## src/rtl/riscv_core_dpath_resp_queue_pkg.sv

```systemverilog
// Shared load-type codes for the data-memory response path.
// Both control and datapath import this package so the encoding of
// lw/lb/lbu/lh/lhu lives in exactly one place. Codes 5..7 are reserved.

package riscv_core_dpath_resp_queue_pkg;

    typedef enum logic [2:0] {
        LD_W  = 3'd0,
        LD_B  = 3'd1,
        LD_BU = 3'd2,
        LD_H  = 3'd3,
        LD_HU = 3'd4
    } ldType_e;

    localparam int unsigned DATA_W = 32;

endpackage

```

## src/rtl/riscv_core_dpath_resp_queue_load_align.sv

```systemverilog
// Combinational load alignment: picks the byte or halfword lane named by the
// address offset and sign- or zero-extends it to a full word.
// Misaligned halfwords use offset[1] only and misaligned words are passed
// through whole; no fault is raised here. Reserved type codes produce zero.

module riscv_core_dpath_load_align
    import riscv_core_dpath_resp_queue_pkg::*;
(
    input  logic [DATA_W-1:0] data_i,
    input  logic [2:0]        type_i,
    input  logic [1:0]        offset_i,
    output logic [DATA_W-1:0] result_o
);

    logic [7:0]  byteLane;
    logic [15:0] halfLane;

    // Select the addressed byte and halfword lanes out of the raw word
    always_comb begin
        byteLane = data_i[7:0];
        case (offset_i)
            2'd0:    byteLane = data_i[7:0];
            2'd1:    byteLane = data_i[15:8];
            2'd2:    byteLane = data_i[23:16];
            default: byteLane = data_i[31:24];
        endcase
        halfLane = offset_i[1] ? data_i[31:16] : data_i[15:0];
    end

    // Extend the chosen lane according to the load type
    always_comb begin
        result_o = '0;
        case (type_i)
            LD_W:    result_o = data_i;
            LD_B:    result_o = {{24{byteLane[7]}}, byteLane};
            LD_BU:   result_o = {24'h0, byteLane};
            LD_H:    result_o = {{16{halfLane[15]}}, halfLane};
            LD_HU:   result_o = {16'h0, halfLane};
            default: result_o = '0;
        endcase
    end

endmodule

```

## src/rtl/riscv_core_dpath_resp_queue.sv

```systemverilog
// Data-memory response queue sitting between the dmem response port and the
// M-stage writeback mux. Buffers up to DEPTH formatted load responses so M/W
// can stall without losing data; flush drops everything on a squash.
// Words are aligned/extended on the way in, so the head is ready to use.
// Optional feature: define RISCV_RESPQ_BYPASS_EN to let a response flow
// straight through to deq_* in the same cycle when the queue is empty.

module riscv_core_dpath_resp_queue
    import riscv_core_dpath_resp_queue_pkg::*;
#(
    parameter  int DEPTH = 4,
    localparam int PTR_W = $clog2(DEPTH),
    localparam int CNT_W = $clog2(DEPTH + 1)
) (
    input  logic              clk,
    input  logic              reset,
    input  logic              flush,
    input  logic              enq_val,
    output logic              enq_rdy,
    input  logic [DATA_W-1:0] enq_data,
    input  logic [2:0]        enq_type,
    input  logic [1:0]        enq_offset,
    output logic              deq_val,
    input  logic              deq_rdy,
    output logic [DATA_W-1:0] deq_data,
    output logic [CNT_W-1:0]  count
);

    localparam logic [PTR_W-1:0] LAST_IDX = PTR_W'(DEPTH - 1);
    localparam logic [CNT_W-1:0] FULL_CNT = CNT_W'(DEPTH);

    logic [DATA_W-1:0] storage [DEPTH];

    logic [PTR_W-1:0] headPtr_q, headPtr_d;
    logic [PTR_W-1:0] tailPtr_q, tailPtr_d;
    logic [CNT_W-1:0] count_q,   count_d;

    logic [DATA_W-1:0] alignedData;
    logic              bypassActive;
    logic              enqFire;
    logic              deqFire;
    logic              doWrite;
    logic              doRead;

    riscv_core_dpath_load_align u_align (
        .data_i   (enq_data),
        .type_i   (enq_type),
        .offset_i (enq_offset),
        .result_o (alignedData)
    );

`ifdef RISCV_RESPQ_BYPASS_EN
    assign bypassActive = (count_q == '0) && enq_val && !flush;
`else
    assign bypassActive = 1'b0;
`endif

    // Handshakes: a full queue never accepts, even while it is dequeuing,
    // and flush blocks both sides so nothing slips through a squash.
    // A bypassed response taken by M that cycle never touches storage.
    always_comb begin
        enq_rdy  = (count_q != FULL_CNT) && !flush;
        deq_val  = !flush && ((count_q != '0) || bypassActive);
        deq_data = bypassActive ? alignedData : storage[headPtr_q];
        enqFire  = enq_val && enq_rdy;
        deqFire  = deq_val && deq_rdy;
        doWrite  = enqFire && !(bypassActive && deq_rdy);
        doRead   = deqFire && !bypassActive;
    end

    // Next-state for pointers and occupancy; pointers wrap at DEPTH-1 so
    // non-power-of-two depths work, and flush clears everything.
    always_comb begin
        headPtr_d = headPtr_q;
        tailPtr_d = tailPtr_q;
        count_d   = count_q;
        if (flush) begin
            headPtr_d = '0;
            tailPtr_d = '0;
            count_d   = '0;
        end else begin
            if (doWrite) begin
                tailPtr_d = (tailPtr_q == LAST_IDX) ? '0 : tailPtr_q + PTR_W'(1);
            end
            if (doRead) begin
                headPtr_d = (headPtr_q == LAST_IDX) ? '0 : headPtr_q + PTR_W'(1);
            end
            case ({doWrite, doRead})
                2'b10:   count_d = count_q + CNT_W'(1);
                2'b01:   count_d = count_q - CNT_W'(1);
                default: count_d = count_q;
            endcase
        end
    end

    // Control registers; reset drops all entries the same way flush does
    always_ff @(posedge clk) begin
        if (reset) begin
            headPtr_q <= '0;
            tailPtr_q <= '0;
            count_q   <= '0;
        end else begin
            headPtr_q <= headPtr_d;
            tailPtr_q <= tailPtr_d;
            count_q   <= count_d;
        end
    end

    // Storage array is left unreset; only valid slots are ever read out
    always_ff @(posedge clk) begin
        if (doWrite && !flush) begin
            storage[tailPtr_q] <= alignedData;
        end
    end

    assign count = count_q;

endmodule

```

## config.mk

```make
export PLATFORM = sky130hd
export DESIGN_NAME = riscv_core_dpath_resp_queue
export DESIGN_NICKNAME = d
export VERILOG_FILES = /design/src/rtl/riscv_core_dpath_resp_queue_pkg.sv /design/src/rtl/riscv_core_dpath_resp_queue_load_align.sv /design/src/rtl/riscv_core_dpath_resp_queue.sv
export SDC_FILE = /design/constraint.sdc
export NUM_CORES = 1
export LEC_CHECK = 0
export CAP_MARGIN = 40
export CORE_MARGIN = 5
export CORE_UTILIZATION = 40
export DETAILED_ROUTE_END_ITERATION = 16
export DONT_BUFFER_PORTS = 1
export PLACE_DENSITY = 0.53
export RECOVER_POWER = 25
export SLEW_MARGIN = 5
export SYNTH_ARGS = -nofsm -noshare
export SYNTH_HDL_FRONTEND = slang
export SYNTH_HIERARCHICAL = 1
export SYNTH_SLANG_ARGS = --single-unit
```

## constraint.sdc

```tcl
create_clock -name clk -period 2.7 [get_ports clk]
set_input_delay 0.135 -clock clk [delete_from_list [all_inputs] [get_ports clk]]
set_output_delay 0.135 -clock clk [all_outputs]
set_load 0.05 [all_outputs]
```

==> metrics, run 1 <==
share of layout cells above drive strength 1=27.6%; Slew Limit Fails=0; Root Driver=clkbuf_16; Worst Path Arrival=2.62 ns; H-tree depth=4; Starting Density=40.8%; DRT antenna net count=0; Resized cells post-CTS=0; Via-to-Cell Ratio=5.64; Leakage=0.00229 uW; max cap viols=0; die area=0.0173 mm2; First DRT Iteration DRCs=145; fraction of synthesized cell area in xor and xnor cells=0.296%; placed cell area=0.00616 mm2; total power=5060 uW; Synth Area in Compound Gates=6.70%; Post-Synth Simple-Gate Area=4.73%; commonest non-fill, non-tap cell in the layout=edfxtp_1; Clock Sinks=137; Setup Crit Path Kind=register to register; syn nets=363; vias in the first global route=3236; Setup Viol. Count Final=0; CTS tree=yes; status=finished, final reports clean; PwrDens=733 mW/mm2; worst skew pair latency=0.42 ns; die height=132 um; Clk pin slew, worst setup/hold paths=0.06 ns; largest family of logic cells by synthesized area=multiplexers; period utilisation layout=84.2%; Total GRT Usage=16.0%; leading cell types in the layout, fill and taps excluded=edfxtp_1 (128), mux4_2 (39), nand2_1 (23); final instance area=0.00690 mm2; RSZ-0062 raised after global routing=no; Layout area overhead=16.5%; worst hold path type=input port to register; Cells after Synth=314; synth unique cells=42; Setup crit end kind=register; fin crit period=2.27 ns; register area share after synthesis=67.9%; Via Count=3083; Setup Fix Bufs, Post-CTS=0; worst hold slack=0.0252 ns; largest net degree at the start of global routing=33; crit path max fanout=3; Clock Skew=0.00592 ns; drt drc=0; Max Fclk=0.440 GHz; crit path launch type=register; #FFs+latches synth=137; Bufs on Longest Clock Path=2; Max-Slew Margin vs Limit=31.1%; Adder-Cell Fraction of Synth Area=1.61%; Core Area=0.0145 mm2; IO Count=79; peak supply drop=0.534 mV; CTS buffer count=17; Final Util=47.5%; port bufs=0; gr ovfl total=0; Slew @ Worst Pin=1.03 ns; post-synthesis mux area share=16.2%; Fin. Hold Viols=0; Mapped Area=0.00592 mm2; mean routed wirelength per cell=24.6 um; WP data required=3.05 ns; Final GP Congestion=0.716; Syn. warnings=6; detailed-router iteration count before antenna repair=4; Total Nets Final=398; Avg Inst Size Synth=18.9 um2; DIE WIDTH=132 um; Final TNS setup=0 ns; first-pass GRT wire length=20.7 mm; Rows=44; Detail Placement HPWL=8.27 mm; initial antenna violation count=0; Detailed Route WL=13.4 mm
==> final timing paths <==
check	startpoint	end	slack, ns	depth (start not counted)
worst max-delay path	count[1]	count[2]	0.43	9
worst min-delay path	enq_data[1]	storage[3][1]	0.03	2
worst max register to register	count[1]	count[2]	0.43	9
worst min register to register	headPtr_q[1]	headPtr_q[1]	0.49	2
==> area by class of cell <==
cell class              instances  area (um2)
clock inverters                14         156
clock buffers                  18         429
repair buffers                 33         294
fillers                      1230        7630
flip-flops and latches        137        4030
well taps                     184         230
multi-input cells             152        1740
diodes                          1        2.50
inverters                       8        30.0
==> power by group <==
group | switching (uW) | leakage (uW) | internal [uW] | total (uW)
Combinational | 249 | 0.000779 | 125 | 374
Sequential | 10.1 | 0.00124 | 2380 | 2390
Clock | 857 | 0.000278 | 1440 | 2290
Total | 1120 | 0.00229 | 3950 | 5060
==> repair_timing <==
item	in CTS	in global routing
hold buffers	18	0
endpoints found under the setup margin	0	0
hold endpoints to repair	96	0
==> stage by stage <==
stage                     worst slack, ns  instances
after floorplan                     0.285        314
after global placement              0.484        496
after detailed placement            0.441        496
after CTS                           0.410        546
after global routing                0.293        546
final                               0.427        547
==> sequential cells by signal (all words and copies together), names as in the netlist, named ones only <==
name       count
count          3
headPtr_q      2
storage      128
tailPtr_q      2
==> Yosys cell counts <==
master | number | area (um2)
a211o_1 | 1 | 8.76
a211o_4 | 1 | 17.5
a21boi_0 | 1 | 7.51
a21boi_1 | 1 | 7.51
a21o_2 | 16 | 140
a21oi_1 | 2 | 10.0
a221o_1 | 8 | 80.1
a221oi_4 | 1 | 26.3
a22oi_1 | 7 | 52.6
and2_1 | 4 | 25.0
and3b_1 | 2 | 17.5
buf_1 | 3 | 11.3
buf_2 | 4 | 20.0
buf_4 | 3 | 22.5
buf_6 | 4 | 45.0
clkbuf_1 | 2 | 7.51
clkbuf_8 | 1 | 13.8
dfxtp_1 | 9 | 180
edfxtp_1 | 128 | 3840
fa_1 | 1 | 20.0
ha_1 | 6 | 75.1
inv_1 | 8 | 30.0
mux2_2 | 1 | 11.3
mux2i_1 | 7 | 70.1
mux4_2 | 39 | 878
nand2_1 | 23 | 86.3
nand2b_1 | 3 | 18.8
nor2_1 | 5 | 18.8
nor2b_1 | 2 | 12.5
nor3_1 | 4 | 20.0
nor3_2 | 1 | 10.0
nor3_4 | 1 | 16.3
nor3b_1 | 3 | 22.5
nor3b_2 | 1 | 12.5
o211ai_1 | 2 | 15.0
o21a_1 | 1 | 7.51
o21ai_0 | 1 | 5.00
o311ai_0 | 1 | 8.76
o32a_1 | 1 | 10.0
or2b_1 | 1 | 7.51
or3_1 | 2 | 12.5
xor2_1 | 2 | 17.5
==> critical path, stage by stage, from the launching register on <==
cell	delay [ns]
dfxtp_1	0.36
buf_4	0.22
or3_1	0.14
and3b_1	0.25
ha_1	0.21
inv_1	0.06
fa_1	0.37
xor2_1	0.16
or3_1	0.30
a21boi_1	0.13
==> layer usage <==
metal,vias to the layer above,global-route usage (%),share of wire [%]
met1,1616,20.0,42
met2,89,25.2,49
met3,17,6.57,6.9
li1,1361,-,-
met4,0,5.94,1.6
met5,-,0,0
==> kinds of logic (layout without fill, tap and decap cells) <==
family,after synthesis,count (layout)
AOI/OAI and AO/OA,44,44
xor gates and xnor gates,2,2
adders and majority gates,7,7
buffers and inverters,25,73
DFF,137,137
muxes,47,47
other,0,1
and+or+nand+nor,52,52
(Power assumes the default switching activity.)
==> inputs of run 2 (changes only) <==
clock period = 2.3 ns   (was 2.7 ns; I/O delays follow)
==> run 2 against run 1 <==
Clock power increased by 24%. Maximum frequency increased by 7.3%. Critical path depth unchanged. Sequential share of layout area decreased by 1.2 points. Non-clock buffer count increased by 4. Combinational power increased by 21%. Total power increased by 21%. Via count decreased by 0.29%. First-iteration DRC count increased by 18%. Clock-buffer cell count decreased by 1. Worst setup slack got worse by 0.25 ns. Wire length decreased by 0.86%.
==> metrics, run 2 (same netlist as run 1, synthesis figures left out) <==
Core Area=0.0145 mm2; worst r2r dst=count[2]; WP data required=2.63 ns; Bufs on Longest Clock Path=2; period utilisation layout=92.1%; Slew Limit Fails=0; Clock Skew=0.00439 ns; Largest register FFs=128; DIE WIDTH=132 um; IO Count=79; commonest non-fill, non-tap cell in the layout=edfxtp_1; Detailed Route WL=13.3 mm; Max Fclk=0.472 GHz; worst hold slack=0.0120 ns; worst hold stages=1; FF-to-FF Start=count[2]; n_diodes=0; PwrDens=865 mW/mm2; Setup Crit Path Kind=register to register; port bufs=0; initial antenna violation count=0; leading cell types in the layout, fill and taps excluded=edfxtp_1 (128), mux4_2 (39), nand2_1 (23); max cap viols=0; Storage cell area=0.00403 mm2; worst skew pair latency=0.41 ns; Setup Viol. Count Final=0; gr ovfl total=0; Worst Path Arrival=2.45 ns; area of the multi-input gates=0.00175 mm2; Slew @ Worst Pin=0.985 ns; Detail Placement HPWL=8.18 mm; DRT antenna net count=0; CTS tree=yes; crit path launch type=register; share of layout cells above drive strength 1=30.3%; largest reg by FF count=storage; Via-to-Cell Ratio=5.59; H-tree depth=4; worst hold path type=input port to register; Leakage=0.00235 uW; Setup crit end kind=register; CTS buffer count=17; Total GRT Usage=15.6%; Max-Slew Margin vs Limit=34.3%; die height=132 um; Resized cells post-CTS=0; Fin. Hold Viols=0; cts hold-fix bufs=22; status=finished, final reports clean; end of the worst hold path=storage[2][15]; Layout area overhead=19.1%; Via Count=3074; First DRT Iteration DRCs=171; detailed-router iteration count before antenna repair=4; fin crit period=2.12 ns; R2R setup slack=0.18 ns; crit path max fanout=5; vias in the first global route=3222; Final GP Congestion=0.691; Setup Fix Bufs, Post-CTS=0; Rows=44; peak supply drop=0.509 mV; Final TNS setup=0 ns; fillers=1226; Worst Reg2Reg Path Length in Cells=9; mean routed wirelength per cell=24.2 um; hold_sp=enq_data[15]; Starting Density=40.8%; Clk pin slew, worst setup/hold paths=0.06 ns; RSZ-0062 raised after global routing=no; drt drc=0; Root Driver=clkbuf_16; die area=0.0173 mm2; Total Nets Final=402; Clock Sinks=137; largest net degree at the start of global routing=33; first-pass GRT wire length=20.4 mm
[run 2: cell count changes in the layout (fill, tap and decap cells not counted), moves of 3 or more]
cell,previous run,this run
and2_2,0,4
buf_12,1,6
dfxtp_2,1,4
buf_4,11,6
dfxtp_1,8,5
and2_1,4,0
dlygate4sd3_1,18,22
[run 2: final cells by class]
| type | count | share of cell area [%] |
|---|---|---|
| clock buffers | 17 | 6.03 |
| clock inverters | 15 | 2.84 |
| inverters | 8 | 0.426 |
| multi-input cells | 152 | 24.7 |
| flip-flops and latches | 137 | 57.1 |
| well taps | 184 | 3.26 |
| repair buffers | 37 | 5.62 |
[run 2: critical path: stages (launching register included)]
cell and delay (ns):
dfxtp_2 0.36, nor3b_1 0.30, nor3b_2 0.10, inv_1 0.06, ha_1 0.18, inv_1 0.06
fa_1 0.37, xor2_1 0.16, or3_1 0.31, a21boi_1 0.14
[run 2: through the flow]
stage | setup WS (ns) | power [uW] | cells | utilization (%) | area (um2)
4_1_cts | 0.163 | 6160 | 550 | 48.7 | 7080
3_3_place_gp | 0.282 | 3270 | 496 | 42.9 | 6230
2_1_floorplan | 0.0909 | 3210 | 314 | - | 5930
6_report | 0.181 | 6100 | 550 | 48.6 | 7060
3_5_place_dp | 0.182 | 3280 | 496 | 42.9 | 6230
5_1_grt | 0.0263 | 6310 | 550 | 48.6 | 7060
[run 2: routing by layer]
layer | vias up | part of all wire (%) | track usage, %
met5 | - | 0 | 0
met4 | 0 | 1.1 | 5.49
met3 | 13 | 7.6 | 5.70
met2 | 92 | 50 | 24.5
met1 | 1610 | 41 | 20.3
li1 | 1359 | - | -
[run 2: worst max path at each step]
stage	startpoint	to	slack [ns]
floorplan	count[2]	count[2]	0.09
global placement	count[2]	count[2]	0.28
detailed placement	count[2]	count[2]	0.18
CTS	count[2]	count[2]	0.16
global route	count[2]	count[2]	0.03
finish	count[2]	count[2]	0.18
[run 2: report_power, final]
part           internal, uW  leakage, uW  switching (uW)  total (uW)
Clock                  1820     0.000297            1030        2840
Combinational           157     0.000814             295         452
Sequential             2800      0.00124            11.1        2810
Total                  4770      0.00235            1330        6100
==> inputs of run 3 (changes only) <==
CORE_MARGIN = default   (was 5)
clock period = 2 ns   (was 2.3 ns; I/O delays follow)
==> run 3 against run 2 <==
Total power increased by 12%. Via count increased by 5.3%. Clock skew about the same. Non-clock buffer count increased by 38. Final area increased by 9.9%. Critical path type unchanged.
==> metrics, run 3 (same netlist as run 1, synthesis figures left out) <==
status=finished, final reports clean; Slowest-stage cell, CP=fa_2; Storage cell area=0.00404 mm2; CP top delay family=simple AND/OR/NAND/NOR gates; CP Depth=8; Setup Crit Path Kind=register to register; leading cell types in the layout, fill and taps excluded=edfxtp_1 (128), mux4_2 (39), buf_12 (39); DRT antenna net count=0; IO Count=79; Worst Path Arrival=2.29 ns; gr ovfl total=0; Via Count=3238; Max-Slew Margin vs Limit=39.6%; Detailed Route WL=13.1 mm; detailed-router iteration count before antenna repair=4; WP data required=2.33 ns; mean routed wirelength per cell=22.3 um; share of layout cells above drive strength 1=36.9%; CTS buffer count=17; First DRT Iteration DRCs=442; Largest register FFs=128; Max Fclk=0.510 GHz; Clk pin slew, worst setup/hold paths=0.06 ns; PwrDens=884 mW/mm2; crit path launch type=register; area of the multi-input gates=0.00177 mm2; Setup crit end kind=register; largest net degree at the start of global routing=33; initial antenna violation count=0; max cap viols=0; worst hold slack=0.0123 ns; drt drc=0; Worst Reg2Reg Path Length in Cells=8; n_diodes=0; Detail Placement HPWL=7.97 mm; Starting Density=40.9%; Fin. Hold Viols=0; period utilisation layout=98.1%; Root Driver=clkbuf_16; fin crit period=1.96 ns; Setup Viol. Count Final=0; port bufs=0; worst hold path type=input port to register; Total Nets Final=440; WP buf/inv=1; vias in the first global route=3438; Final TNS setup=0 ns; Non-Filler Instances=588; commonest non-fill, non-tap cell in the layout=edfxtp_1; die height=124 um; peak supply drop=0.550 mV; Final GP Congestion=0.736; Leakage=0.00266 uW; total power=6860 uW; R2R setup slack=0.04 ns; Clock Sinks=137; Clock Skew=0.00450 ns; Bufs on Longest Clock Path=2; Setup crit end=count[1]; worst r2r dst=count[1]; CP Cell Sequence=or3_1, and3b_1, ha_4, inv_2, fa_2, nor2_1, a21oi_1, nor3_1; H-tree depth=4; cell total after placement=529; Rows=44; Setup Fix Bufs, Post-CTS=0; Total GRT Usage=18.7%; largest reg by FF count=storage; CP Launch Point=count[1]; die area=0.0153 mm2; first-pass GRT wire length=19.9 mm; fillers=1162; DIE WIDTH=124 um; Slew @ Worst Pin=0.906 ns; Layout area overhead=31.0%; RSZ-0062 raised after global routing=yes; CTS tree=yes; Slew Limit Fails=0; Core Area=0.0145 mm2; FF-to-FF Start=count[1]; Via-to-Cell Ratio=5.51; crit path max fanout=5; worst skew pair latency=0.41 ns; crit-path max cell delay=0.43 ns
-- run 3: cell count changes in the layout (fill, tap and decap cells not counted), sizes merged --
cell / change
buf: +35
bufinv: -2
clkinvlp: +1
clkbuf: -1
dlygate4sd3: +4
inv: -2
clkinv: +3
-- run 3: what timing repair did --
action | CTS | global route
endpoints found under the setup margin | 0 | 4
gates resized for setup | 0 | 1
hold endpoints to repair | 109 | 0
hold buffers | 26 | 0
-- run 3: how the worst min path moves through the flow --
| stage | to | start | depth (start not counted) | slack, ns |
|---|---|---|---|---|
| global placement | count[1] | reset | 1 | 0.17 |
| CTS | storage[3][4] | enq_data[4] | 2 | 0.002 |
| global route | storage[3][10] | enq_data[10] | 1 | 0.008 |
| detailed placement | count[1] | reset | 1 | 0.17 |
| finish | storage[3][4] | enq_data[4] | 2 | 0.01 |
| floorplan | count[0] | reset | 1 | 0.17 |
-- run 3: cell type report --
cell class | instances | share of cell area, %
clock buffers | 17 | 5.48
well taps | 184 | 2.97
clock inverters | 15 | 1.74
multi-input cells | 152 | 22.8
repair buffers | 75 | 14.6
inverters | 8 | 0.387
flip-flops and latches | 137 | 52.0
-- run 3: report_power, final --
group / internal [uW] / total, uW / switching (uW)
combinational: 330 / 699 / 368
sequential: 3210 / 3230 / 13.7
clock: 1810 / 2930 / 1130
total: 5350 / 6860 / 1510
-- run 3: per-layer routing --
metal	up-vias	track usage [%]	routed length, um
met3	17	5.63	788
met4	0	7.61	232
met1	1679	24.7	5650
met5	-	0	0
met2	96	28.8	6440
li1	1446	-	-
-- run 3: worst reg2reg max path, cell delays in order (launching register included) --
cell and delay [ns]:
dfxtp_4 0.36, or3_1 0.38, and3b_1 0.22, ha_4 0.18, inv_2 0.05, fa_2 0.43, nor2_1 0.10, a21oi_1 0.05
nor3_1 0.12
-- run 3: through the flow --
stage	worst slack [ns]	instance area, um2	util [%]
6_report	0.0380	7760	53.6
5_1_grt	-0.0356	7760	53.6
4_1_cts	0.0310	7740	53.5
3_5_place_dp	0.0484	6920	47.8
3_3_place_gp	0.0900	6910	47.7
2_1_floorplan	0.00117	5960	-
